==> src/rtl/operand_fetch_pkg.sv <==
// Shared types for the operand fetch stage: ALU operand addressing modes and
// the fetch FSM state encoding (exposed so benches can probe state by name).
package operand_fetch_pkg;

  typedef enum logic [2:0] {
    SRC_REG       = 3'd0,
    SRC_IMMEDIATE = 3'd1,
    SRC_MEM_ADDR  = 3'd2,
    SRC_INDIRECT  = 3'd3
  } data_src_t;

  typedef enum logic [1:0] {
    IDLE  = 2'd0,
    READ1 = 2'd1,
    READ2 = 2'd2,
    DONE  = 2'd3
  } fetch_state_t;

endpackage

==> src/rtl/operand_fetch.sv <==
// Operand fetch stage: resolves memory-sourced ALU operands with zero, one or
// two memory reads, presenting the result on mem_data with a done pulse.
module operand_fetch
  import operand_fetch_pkg::*;
#(
  parameter int WIDTH      = 8,
  parameter int ADDR_WIDTH = 8
) (
  input  logic                  clk,
  input  logic                  rst_n,
  input  logic                  start,
  input  data_src_t             source,
  input  logic [WIDTH-1:0]      id_operand,
  input  logic                  flush,
  output logic                  busy,
  output logic                  done,
  output logic [WIDTH-1:0]      mem_data,
  output logic [ADDR_WIDTH-1:0] mem_addr,
  output logic                  mem_rd,
  input  logic                  mem_ack,
  input  logic [WIDTH-1:0]      mem_rdata
);

  fetch_state_t          state_reg, state_next;
  data_src_t             src_reg, src_next;
  logic [WIDTH-1:0]      data_reg, data_next;
  logic [ADDR_WIDTH-1:0] addr_reg, addr_next;
  logic                  rd_reg, rd_next;

  // Truncate or zero-extend a data word to an address, independent of which is wider.
  function automatic logic [ADDR_WIDTH-1:0] to_addr(input logic [WIDTH-1:0] w);
    logic [ADDR_WIDTH+WIDTH-1:0] ext;
    ext = {{ADDR_WIDTH{1'b0}}, w};
    return ext[ADDR_WIDTH-1:0];
  endfunction

  always_comb begin
    state_next = state_reg;
    src_next   = src_reg;
    data_next  = data_reg;
    addr_next  = addr_reg;
    rd_next    = rd_reg;
    if (flush) begin
      state_next = IDLE;
      rd_next    = 1'b0;
    end else begin
      case (state_reg)
        IDLE: begin
          if (start) begin
            src_next = source;
            case (source)
              SRC_MEM_ADDR, SRC_INDIRECT: begin
                state_next = READ1;
                addr_next  = to_addr(id_operand);
                rd_next    = 1'b1;
              end
              default: state_next = DONE;
            endcase
          end
        end
        READ1: begin
          if (mem_ack) begin
            if (src_reg == SRC_INDIRECT) begin
              // Pointer word becomes the second address; mem_rd stays high.
              state_next = READ2;
              addr_next  = to_addr(mem_rdata);
            end else begin
              state_next = DONE;
              data_next  = mem_rdata;
              rd_next    = 1'b0;
            end
          end
        end
        READ2: begin
          if (mem_ack) begin
            state_next = DONE;
            data_next  = mem_rdata;
            rd_next    = 1'b0;
          end
        end
        default: state_next = IDLE;
      endcase
    end
  end

  always_ff @(posedge clk or negedge rst_n) begin
    if (!rst_n) begin
      state_reg <= IDLE;
      src_reg   <= SRC_REG;
      data_reg  <= '0;
      addr_reg  <= '0;
      rd_reg    <= 1'b0;
    end else begin
      state_reg <= state_next;
      src_reg   <= src_next;
      data_reg  <= data_next;
      addr_reg  <= addr_next;
      rd_reg    <= rd_next;
    end
  end

  assign busy     = (state_reg != IDLE);
  assign done     = (state_reg == DONE);
  assign mem_data = data_reg;
  assign mem_addr = addr_reg;
  assign mem_rd   = rd_reg;

endmodule

==> config.mk <==
export PLATFORM = sky130hd
export DESIGN_NAME = operand_fetch
export DESIGN_NICKNAME = d
export VERILOG_FILES = /design/src/rtl/operand_fetch_pkg.sv /design/src/rtl/operand_fetch.sv
export SDC_FILE = /design/constraint.sdc
export NUM_CORES = 1
export LEC_CHECK = 0
export CORE_ASPECT_RATIO = 0.9
export CORE_MARGIN = 10
export CORE_UTILIZATION = 43
export CTS_CLUSTER_DIAMETER = 100
export DETAILED_ROUTE_END_ITERATION = 7
export HOLD_SLACK_MARGIN = 0.12
export PLACE_DENSITY = 0.79
export SYNTH_ARGS = -nofsm -noshare
export SYNTH_HDL_FRONTEND = slang
export SYNTH_SLANG_ARGS = --single-unit
==> constraint.sdc <==
create_clock -name clk -period 2.3 [get_ports clk]
set_input_delay 0.23 -clock clk [delete_from_list [all_inputs] [get_ports clk]]
set_output_delay 0.23 -clock clk [all_outputs]
set_load 0.05 [all_outputs]
==> results of run 1 <==
final timing paths:
check | endpoint | start | slack, ps | depth (start not counted)
setup / recovery | done | state_reg[0] | 270 | 2
hold / removal | state_reg[0] | rst_n | 250 | 2
setup reg to reg | mem_addr[2] | state_reg[1] | 310 | 6
hold reg to reg | mem_data[3] | mem_data[3] | 520 | 1
max in group asynchronous | mem_data[2] | rst_n | 1830 | 2
min in group clk | mem_data[3] | mem_data[3] | 520 | 1
cell type report:
type                            instances  area (µm²)
Fill cell                             206         828
Sequential cell                        22         551
Multi-Input combinational cell         57         541
Timing Repair Buffer                   45         445
Tap cell                               28        35.0
Clock inverter                          1        30.0
Clock buffer                            3        22.5
Inverter                                4        15.0
metrics by stage:
step                      area, µm²  worst slack [ps]  total power (µW)
final                          1640               271              2680
after global routing           1640               166              2830
after CTS                      1640              70.6              2710
after detailed placement       1580               315              2400
after global placement         1580               415              2350
after floorplan                1110               494              1840
placed cells by master, fill, tap and decap left out, drive strengths merged, types with 3 or more instances in the layout:
| cell | instances |
|---|---|
| mux2 | 27 |
| ha | 5 |
| a21oi | 3 |
| dfrtp | 22 |
| nand2 | 4 |
| inv | 4 |
| buf | 3 |
| nor2 | 4 |
| clkdlybuf4s50 | 41 |
| clkbuf | 3 |
worst register-to-register path, cell delays in order (launching register included):
cell	delay, ps
dfrtp_1	430
inv_1	120
ha_1	330
and4b_4	310
a22o_1	150
nand3_2	210
mux2_2	340
per-layer routing:
layer,up-vias,share of wire,GRT usage
li1,399,-,-
met2,38,0.47,0.193
met4,0,0.0072,0.0279
met3,2,0.11,0.0795
met1,390,0.41,0.127
met5,-,0,0
logic make-up (layout without fill, tap and decap cells):
group                      after synthesis  count (layout)  share of synthesized area
muxes                                   27              27                      0.274
DFF                                     22              22                      0.495
and+or+nand+nor                         15              15                     0.0935
AOI/OAI and AO/OA                       10              10                     0.0631
adders and majority gates                5               5                     0.0563
buffers and inverters                    5              53                     0.0180
power by group:
group | switching, µW | leakage, µW | internal [µW] | total [µW]
logic | 999 | 0.000407 | 676 | 1680
registers | 122 | 0.000265 | 583 | 704
clock network | 125 | 0.0000279 | 176 | 301
cell usage after synthesis:
cell,number
ha_1,5
nand3_2,1
mux2_2,27
o21ai_0,1
buf_2,1
nor4b_4,1
a211o_1,1
a31oi_1,1
nand2b_1,1
a22o_1,1
inv_1,4
or4_1,1
nor2b_1,1
nor2_1,4
a311oi_1,1
dfrtp_1,22
o31ai_1,1
a21oi_1,3
or2_1,1
o21ba_2,1
nand2_1,4
and4b_4,1
what timing repair did:
action | 4_1_cts | 5_1_grt
buffers inserted | 0 | 0
gates resized for setup | 0 | 1
hold buffers | 0 | 0
endpoints found under the setup margin | 0 | 1
==> flow_summary_export.csv, run 1 <==
group,metric,value,unit
synthesis,yosysWarnings,0,
placement,portBuffers,42,
routing,initialDrtViolationCount,35,
routing,drc,0,
synthesis,ys_seq_elements,22,
clock_tree,cts_tree,"yes",
critical_path,path_buf_inv,1,
die,core.rowCount,17,
timing,finalSetupViolations,0,
timing,hold_viol,0,
final_layout,nets,162,
critical_path,crit_path_end_kind,"output pin",
synthesis,synth_top_area_frac,0.495,
routing,wl_per_cell,18.2,µm
clock_tree,clockRootBuffer,"clkbuf_4",
critical_path,required,2070,ps
timing,fin_hold_ws,252,ps
timing,finalCritPeriodShare,0.882,
timing,maxSlewViolCount,0,
critical_path,cp_slowest_cell,"clkdlybuf4s50_1",
die,die_w,73.6,µm
run_status,status,"complete, no violations",
min_path,hold_class,"in -> async",
final_layout,fin_util,0.664,
run,drv_cap,0,
power,vdd_drop_max,0.00122,V
clock_tree,htree_levels,1,
timing,fmax,493,MHz
synthesis,synthCells,84,
critical_path,worst_ep_arrival_time,1800,ps
grt,grt_first_pass_wirelength,4660,µm
timing,max_slew.worst_pin.slew,526,ps
clock_tree,clock-sinks,22,
die,core,2470,µm²
placement,dp_hpwl,2330,µm
clock_tree,clock_path_buffers,2,
clock_tree,clkTransAtPathRegs,130,ps
power,leakage,0.000699,µW
synthesis,netlist_top_cells_area,"dfrtp_1 (50%), mux2_2 (27%), ha_1 (5.6%), nor4b_4 (2.1%), a21oi_1 (1.4%)",
routing,drtPass1Iterations,4,
synthesis,yosysUniqueCellTypes,22,
final_layout,syn_to_final_growth,47.5,%
critical_path,cp_top_family,"buffers and inverters",
placement,place.gp.congestion,0.810,
grt,grt_max_degree,23,
synthesis,syn_avg_cell_area,13.2,µm²
critical_path,cpPeakStageDelay,820,ps
synthesis,synth_nets,113,
routing,route.antenna.remaining_nets,0,
die,start_util,0.450,
timing,fin_crit,2030,ps
final_layout,n_antenna_cell,0,
clock_tree,cts_buffers,3,
grt,grt_pass1_vias,973,
placement,placed_cells,156,
die,die-area,5020,µm²
timing,clock_skew,2.23,ps
timing,fin_tns_setup,0,ps
synthesis,seq_area_frac_synth,0.495,
routing,routed_via_density,5.18,
die,die_h,68.2,µm
synthesis,synth_top_area_cell,"dfrtp_1",
grt,gr-total-overflow,0,
routing,wirelength,2910,µm
die,ios,43,
grt,grt_usage,0.119,
timing,relSlewSlack,0.648,
critical_path,cp_max_fo,4,
critical_path,path_cells,"ha_1, clkdlybuf4s50_1",
clock_tree,clk_latency,310,ps
final_layout,layoutNonFillerInstCount,160,
grt,antenna_found_initial,0,
critical_path,critPathKind,"reg -> out",
routing,vias,829,
synthesis,netlist_area,1110,µm²
timing,rsz0062_at_grt,"no",
critical_path,startpoint_type,"flip-flop",
final_layout,drive_gt1_frac,0.288,
power,p_per_area,1640,nW/µm²
No activity file was read; power rests on OpenSTA's default activity.
==> run 2, diff against run 1 <==
- RECOVER_POWER: default -> 50
==> flow_summary_export.csv, run 2 (synthesis results as in run 1) <==
group,metric,value,unit
critical_path,worst_ep_arrival_time,1800,ps
die,ios,43,
run_status,status,"complete, no violations",
critical_path,cp_max_fo,4,
clock_tree,cts_tree,"yes",
final_layout,drive_gt1_frac,0.280,
placement,place.gp.congestion,0.810,
routing,routed_via_density,5.19,
placement,dp_hpwl,2330,µm
placement,placed_cells,156,
timing,max_slew.worst_pin.slew,1160,ps
final_layout,n_fill_cell,206,
timing,clock_skew,2.09,ps
clock_tree,clock_path_buffers,2,
final_layout,syn_to_final_growth,47.2,%
timing,fmax,493,MHz
clock_tree,holdBufCountCts,0,
final_layout,layoutNonFillerInstCount,160,
routing,wirelength,2910,µm
grt,gr-total-overflow,0,
timing,finalCritPeriodShare,0.882,
power,p_per_area,1620,nW/µm²
power,leakage,0.000703,µW
critical_path,critPathKind,"reg -> out",
grt,grt_first_pass_wirelength,4660,µm
die,die_h,68.2,µm
clock_tree,htree_levels,1,
critical_path,required,2070,ps
grt,grt_max_degree,23,
power,vdd_drop_max,0.00119,V
timing,fin_crit,2030,ps
die,core.rowCount,17,
die,start_util,0.450,
grt,grt_pass1_vias,973,
timing,finalSetupViolations,0,
final_layout,final_cell_mix,"clkdlybuf4s50_1 (32), mux2_2 (27), dfrtp_1 (22), dlygate4sd3_1 (9), ha_1 (5)",
final_layout,n_antenna_cell,0,
critical_path,startpoint_type,"flip-flop",
placement,portBuffers,42,
grt,antenna_found_initial,0,
timing,rsz0062_at_grt,"no",
clock_tree,clockRootBuffer,"clkbuf_4",
min_path,hold_class,"reg -> reg",
timing,maxSlewViolCount,0,
final_layout,fin_util,0.663,
final_layout,mostFrequentLayoutCell,"clkdlybuf4s50_1",
grt,grt_usage,0.119,
timing,hold_viol,0,
routing,drc,0,
routing,initialDrtViolationCount,35,
timing,relSlewSlack,0.224,
routing,drtPass1Iterations,4,
timing,fin_tns_setup,0,ps
final_layout,nets,162,
clock_tree,cts_buffers,3,
routing,route.antenna.remaining_nets,0,
routing,wl_per_cell,18.2,µm
routing,vias,830,
clock_tree,clk_latency,310,ps
critical_path,crit_path_end_kind,"output pin",
die,core,2470,µm²
clock_tree,clkTransAtPathRegs,130,ps
run,drv_cap,0,
die,die_w,73.6,µm
clock_tree,post_cts_buffers,0,
clock_tree,clock-sinks,22,
die,die-area,5020,µm²
-- run 2: cell types whose count changed in the layout (fill, tap and decap cells not counted) --
| cell | previous run | this run |
|---|---|---|
| dlygate4sd3_1 | 0 | 9 |
| buf_4 | 3 | 2 |
| clkdlybuf4s50_1 | 41 | 32 |
| clkbuf_1 | 0 | 1 |
-- run 2: power by group --
group | internal [µW] | switching [µW]
clock | 176 | 125
combinational | 649 | 999
sequential | 582 | 118
-- run 2: per-stage QoR --
stage               setup slack, ps  total power (µW)  cell area (µm²)  hold slack [ps]
finish                          271              2650             1640              518
global route                    166              2800             1640              519
CTS                            70.6              2710             1640              259
detailed placement              315              2400             1580              499
global placement                415              2350             1580              488
floorplan                       494              1840             1110            -65.6
-- run 2: metal layers --
layer	global-route usage	wire [µm]
met2	0.193	1360
met1	0.127	1180
met4	0.0279	21
met3	0.0795	352
met5	0	0
-- run 2: layout make-up --
class	count	area, µm²	area share
Timing Repair Buffer	45	442	0.270
Sequential cell	22	551	0.337
Clock inverter	1	30.0	0.0184
Multi-Input combinational cell	57	541	0.331
Tap cell	28	35.0	0.0214
Inverter	4	15.0	0.00918
Clock buffer	3	22.5	0.0138
-- run 2: worst paths after layout --
| kind | start | endpoint | slack [ps] | depth (start not counted) |
|---|---|---|---|---|
| max | state_reg[0] | done | 270 | 2 |
| min | mem_data[3] | mem_data[3] | 520 | 1 |
| max reg2reg | state_reg[1] | mem_addr[2] | 300 | 6 |
| min reg2reg | mem_data[3] | mem_data[3] | 520 | 1 |
| max in group asynchronous | rst_n | mem_data[2] | 960 | 2 |
| min in group asynchronous | rst_n | state_reg[0] | 650 | 2 |
-- run 2: critical path, cell delays in order (launching register included) --
cell and delay [ps]:
dfrtp_1 440, ha_1 220, clkdlybuf4s50_1 820
-- run 2: timing repair --
action                                  in CTS  in global routing
endpoints found under the setup margin       0                  1
resized for setup                            0                  1
endpoints found under the hold margin        0                  0
